[config.mk]
export PLATFORM = sky130hd
export DESIGN_NAME = fifo_sync_flags
export DESIGN_NICKNAME = d
export VERILOG_FILES = /design/src/rtl/fifo_sync_flags.sv
export SDC_FILE = /design/constraint.sdc
export NUM_CORES = 1
export LEC_CHECK = 0
export ABC_AREA = 1
export CAP_MARGIN = 20
export CORE_UTILIZATION = 50
export CTS_CLUSTER_DIAMETER = 60
export CTS_CLUSTER_SIZE = 24
export DETAILED_ROUTE_END_ITERATION = 16
export HOLD_SLACK_MARGIN = 0.05
export PLACE_DENSITY = 0.69
export SLEW_MARGIN = 0
export SYNTH_ARGS = -nofsm -noshare
export SYNTH_HDL_FRONTEND = slang
export SYNTH_SLANG_ARGS = --single-unit
[constraint.sdc]
create_clock -name clk -period 2.3 [get_ports clk]
set_input_delay 0.345 -clock clk [delete_from_list [all_inputs] [get_ports clk]]
set_output_delay 0.345 -clock clk [all_outputs]
set_load 0.02 [all_outputs]
[src/rtl/fifo_sync_flags.sv]
// fifo_sync_flags -- single-clock FIFO with fill level, almost-full/almost-empty
// thresholds and sticky overflow/underflow error flags.
//
// Build option: define FIFO_SYNC_FWFT_EN for first-word-fall-through reads
// (head word shown combinationally on rd_data, rd_en acknowledges and pops).
// Without it, reads are registered: rd_data updates at the edge that accepts
// the read and is valid the cycle after rd_en.
//
// Every flag is decoded from the registered level only, so no combinational
// path runs from wr_en/rd_en to any status output.

module fifo_sync_flags #(
   parameter int DEPTH    = 16,  // power of two, >= 2
   parameter int WIDTH    = 8,
   parameter int AF_LEVEL = 14,  // 1 .. DEPTH
   parameter int AE_LEVEL = 2    // 0 .. DEPTH-1
) (
   input  logic                     clk,
   input  logic                     rst_n,
   input  logic                     wr_en,
   input  logic [WIDTH-1:0]         wr_data,
   input  logic                     rd_en,
   output logic [WIDTH-1:0]         rd_data,
   output logic                     full,
   output logic                     empty,
   output logic                     almost_full,
   output logic                     almost_empty,
   output logic [$clog2(DEPTH):0]   level,
   output logic                     overflow,
   output logic                     underflow,
   input  logic                     clr_err
);

   localparam int AW  = $clog2(DEPTH);
   localparam int LW  = AW + 1;

   // Width-matched constants so the level comparisons stay the same width.
   localparam logic [LW-1:0] LVL_FULL = LW'(DEPTH);
   localparam logic [LW-1:0] LVL_AF   = LW'(AF_LEVEL);
   localparam logic [LW-1:0] LVL_AE   = LW'(AE_LEVEL);
   localparam logic [LW-1:0] LVL_ONE  = LW'(1);
   localparam logic [AW-1:0] PTR_ONE  = AW'(1);

   // Storage; deliberately not reset so it can map onto RAM resources.
   logic [WIDTH-1:0] mem_q [DEPTH];

   logic [AW-1:0] wr_ptr_q, wr_ptr_d;
   logic [AW-1:0] rd_ptr_q, rd_ptr_d;
   logic [LW-1:0] level_q,  level_d;
   logic          overflow_q,  overflow_d;
   logic          underflow_q, underflow_d;

   logic full_w;
   logic empty_w;
   logic wr_acc;   // write accepted this cycle
   logic rd_acc;   // read accepted this cycle

   // Status flags, decoded purely from the registered occupancy.
   always_comb begin
      full_w       = (level_q == LVL_FULL);
      empty_w      = (level_q == '0);
      full         = full_w;
      empty        = empty_w;
      almost_full  = (level_q >= LVL_AF);
      almost_empty = (level_q <= LVL_AE);
      level        = level_q;
      overflow     = overflow_q;
      underflow    = underflow_q;
   end

   // Accept/reject decisions and next-state for pointers, level and errors.
   // Gating by full/empty is what makes simultaneous access at the
   // boundaries degrade to a single accepted operation.
   always_comb begin
      wr_acc   = wr_en & ~full_w;
      rd_acc   = rd_en & ~empty_w;

      wr_ptr_d = wr_acc ? (wr_ptr_q + PTR_ONE) : wr_ptr_q;
      rd_ptr_d = rd_acc ? (rd_ptr_q + PTR_ONE) : rd_ptr_q;

      level_d  = level_q;
      case ({wr_acc, rd_acc})
         2'b10:   level_d = level_q + LVL_ONE;
         2'b01:   level_d = level_q - LVL_ONE;
         default: level_d = level_q;
      endcase

      // A new error event in the same cycle as clr_err keeps the flag set.
      overflow_d  = (overflow_q  & ~clr_err) | (wr_en & full_w);
      underflow_d = (underflow_q & ~clr_err) | (rd_en & empty_w);
   end

   // Control state: pointers, occupancy and sticky error flags.
   always_ff @(posedge clk or negedge rst_n) begin
      if (!rst_n) begin
         wr_ptr_q    <= '0;
         rd_ptr_q    <= '0;
         level_q     <= '0;
         overflow_q  <= 1'b0;
         underflow_q <= 1'b0;
      end else begin
         wr_ptr_q    <= wr_ptr_d;
         rd_ptr_q    <= rd_ptr_d;
         level_q     <= level_d;
         overflow_q  <= overflow_d;
         underflow_q <= underflow_d;
      end
   end

   // Storage write port; rejected writes never touch the array.
   always_ff @(posedge clk) begin
      if (wr_acc) begin
         mem_q[wr_ptr_q] <= wr_data;
      end
   end

`ifdef FIFO_SYNC_FWFT_EN

   // Head word shown directly; meaningless while empty is high.
   always_comb begin
      rd_data = mem_q[rd_ptr_q];
   end

`else

   logic [WIDTH-1:0] rd_data_q;

   // Registered read: capture the head word at the edge that accepts the
   // read, otherwise hold the last word read.
   always_ff @(posedge clk or negedge rst_n) begin
      if (!rst_n) begin
         rd_data_q <= '0;
      end else if (rd_acc) begin
         rd_data_q <= mem_q[rd_ptr_q];
      end
   end

   // Drive the output from the read register.
   always_comb begin
      rd_data = rd_data_q;
   end

`endif

endmodule
==> run metrics <==
CP max FO 6; per-cell routed wire length approximately 16 um; commonest non-fill, non-tap cell in the layout nand2_1; CTS Buffer Depth 2; Max IR drop VDD between 0.7 and 0.8 mV; Root Driver clkbuf_16; max frequency 0.468 GHz; number of synthesized flops with an enable pin around 130; Congestion Overflow GR 0; Top FF cell, synth edfxtp_1; vias post-DR 4,698; first-pass GRT wire length roughly 24,000 um; period utilization 0.929; Starting Density 0.512; GRT Util Overall 0.229; Worst setup EP type register; IO Pins 32; CTS buffer count 17; placed instance area between 7000 and 8000 um^2; PwrDens roughly 1300 nW/um^2; unrepaired setup endpoints after global routing false; synthesis-to-finish area growth 18.1%; Placement Rows 42; largest net degree at the start of global routing 67; most frequent cells in the layout nand2_1 (225), edfxtp_1 (128), inv_1 (118); register bit total from synthesis around 150; final core occ 0.605; H-tree Lvls 4; share of cells above drive strength 1 0.0794; fill count roughly 1,100; Final Max Tran Viols 0; Buffers on Ports 31; CTS clk-pin slew, worst paths approximately 0.060 ns; DP Worst Slack -0.0200 ns; die span in y approximately 120 um; critical path arrival ~2.5 ns; Slew HR 0.574; sequential area share after synthesis 0.654; Total Nets Final between 700 and 800; drt pass-1 iters 5; dpl hpwl ~9000 um; post-CTS setup buffers 0; Post-Route WL 14,500 um; DRC Markers 0; Worst Skew around 0.009 ns; fin worst setup slack 0.162 ns; non-filler instance count after layout around 920; gate count of the mapped netlist 679; initial antenna violation count 0; vias per cell about 5.1; clock sinks 151; worst skew pair latency roughly 0.42 ns; chip width between 100 and 150 um; final instance area approximately 8000 um^2; Tmin final between 2 and 2.5 ns; Max-Cap Viols 0; yosys warns 0; syn nets 701; WS Path Type register to register; vias in the first global route roughly 4,800; DRT iter0 DRCs 380; Cell variety after synth 23; Reg2Reg Launch Point level[0]$_DFFE_PN0P_; critical path data required time 2.66 ns; CTS tree yes; status complete, no violations; Final Hold Fails 0; Least-Margin Pin Slew approximately 0.64 ns; worst r2r path cells 14; worst hold path class input pin to async pin; R2R Path End level[4]$_DFFE_PN0P_; Setup Viol. Count Final 0; Post-Syn Area per Cell ~10 um^2; DRT antenna net count 0; Worst Setup Start Kind register; post-synth design cell area a little under 7000 um^2; Register-to-Register Setup Slack 0.16 ns; GPL Wtd Cong ~0.84; Post-synth ARST share 0.152; core box area ~13,000 um^2; # diodes 0; Leakage about 3.6 nW; dpl cells between 800 and 900; Die Area approximately 14,000 um^2
[how the worst max path moves through the flow]
| stage | start | to | slack (ns) | depth (start not counted) |
|---|---|---|---|---|
| 2_1_floorplan | level[1]$_DFFE_PN0P_ | level[4]$_DFFE_PN0P_ | 0.004 | 15 |
| 3_3_place_gp | rd_en | level[4]$_DFFE_PN0P_ | 0.10 | 13 |
| 3_5_place_dp | rd_en | level[4]$_DFFE_PN0P_ | -0.02 | 13 |
| 4_1_cts | level[0]$_DFFE_PN0P_ | empty | 0.06 | 4 |
| 5_1_grt | level[3]$_DFFE_PN0P_ | level[4]$_DFFE_PN0P_ | 0.003 | 14 |
| 6_report | level[0]$_DFFE_PN0P_ | level[4]$_DFFE_PN0P_ | 0.16 | 14 |
[critical path: stages (launching register included)]
cell	delay, ns
dfrtp_1	0.46
inv_1	0.08
nand4_1	0.17
nand2_4	0.06
inv_2	0.06
ha_2	0.27
xor2_2	0.20
ha_1	0.17
inv_1	0.05
nand2_1	0.10
nand3_1	0.09
nand2_1	0.08
xor2_1	0.15
nand2_1	0.07
nand2_1	0.07
[where the power goes]
group          switching (W)  internal, W  total, W  leakage [nW]
combinational        0.00236      0.00125   0.00361          1.85
clock                0.00100      0.00178   0.00279         0.280
sequential          0.000223      0.00339   0.00361          1.44
[cells by family (layout without fill, tap and decap cells)]
kind of cell	after synthesis	count (layout)	synth area share
adders and majority gates	9	9	0.0167
buffers and inverters	148	212	0.0913
DFF	151	151	0.654
AOI/OAI and AO/OA	12	12	0.0102
and+or+nand+nor	349	349	0.215
xor gates and xnor gates	10	10	0.0130
[routing by layer]
metal / GRT usage / vias to the layer above / part of all wire
met5: 0 / - / 0
met2: 0.386 / 153 / 0.49
met3: 0.0569 / 25 / 0.062
li1: - / 2270 / -
met4: 0.0954 / 0 / 0.024
met1: 0.281 / 2250 / 0.42
[cell usage after synthesis (2+ instances only)]
master    instances  area share
buf_4             7      0.0078
buf_6             2      0.0033
clkinv_1          2      0.0011
inv_2             2      0.0011
nand2_1         225        0.13
nand3_1         103       0.076
inv_1           118       0.066
dfrtp_1          23       0.085
xor2_1            9       0.012
ha_1              9       0.017
buf_2            16       0.012
nor2_1           18       0.010
nand4_1           2      0.0019
edfxtp_1        128        0.57
o21ai_0           7      0.0052
[layout make-up]
| type | count | area [um^2] | share of cell area |
|---|---|---|---|
| Clock buffer | 19 | 433 | 0.0542 |
| Clock inverter | 12 | 159 | 0.0199 |
| Inverter | 122 | 458 | 0.0574 |
| Multi-Input combinational cell | 380 | 1740 | 0.218 |
| Sequential cell | 151 | 4420 | 0.554 |
| Tap cell | 176 | 220 | 0.0276 |
| Timing Repair Buffer | 59 | 547 | 0.0685 |
[repair_timing]
item | CTS | global route
hold buffers | 0 | 0
endpoints found under the setup margin | 1 | 2
resized for setup | 1 | 4
[flip-flops by register name (all words and copies together), names as in the netlist]
name / flops
rd_ptr_q: 4
level: 5
overflow: 1
underflow: 1
wr_ptr_q: 4
mem_q: 128
rd_data: 8
[metrics by stage]
stage / hold WS, ns / setup TNS (ns) / total power [W]
6_report: 0.285 / 0 / 0.0100
5_1_grt: 0.303 / 0 / 0.0107
4_1_cts: 0.283 / 0 / 0.0100
3_5_place_dp: 0.466 / -0.0200 / 0.00723
3_3_place_gp: 0.464 / 0 / 0.00713
2_1_floorplan: 0.0494 / 0 / 0.00602
Note: power is estimated with default switching activity, not from simulation.
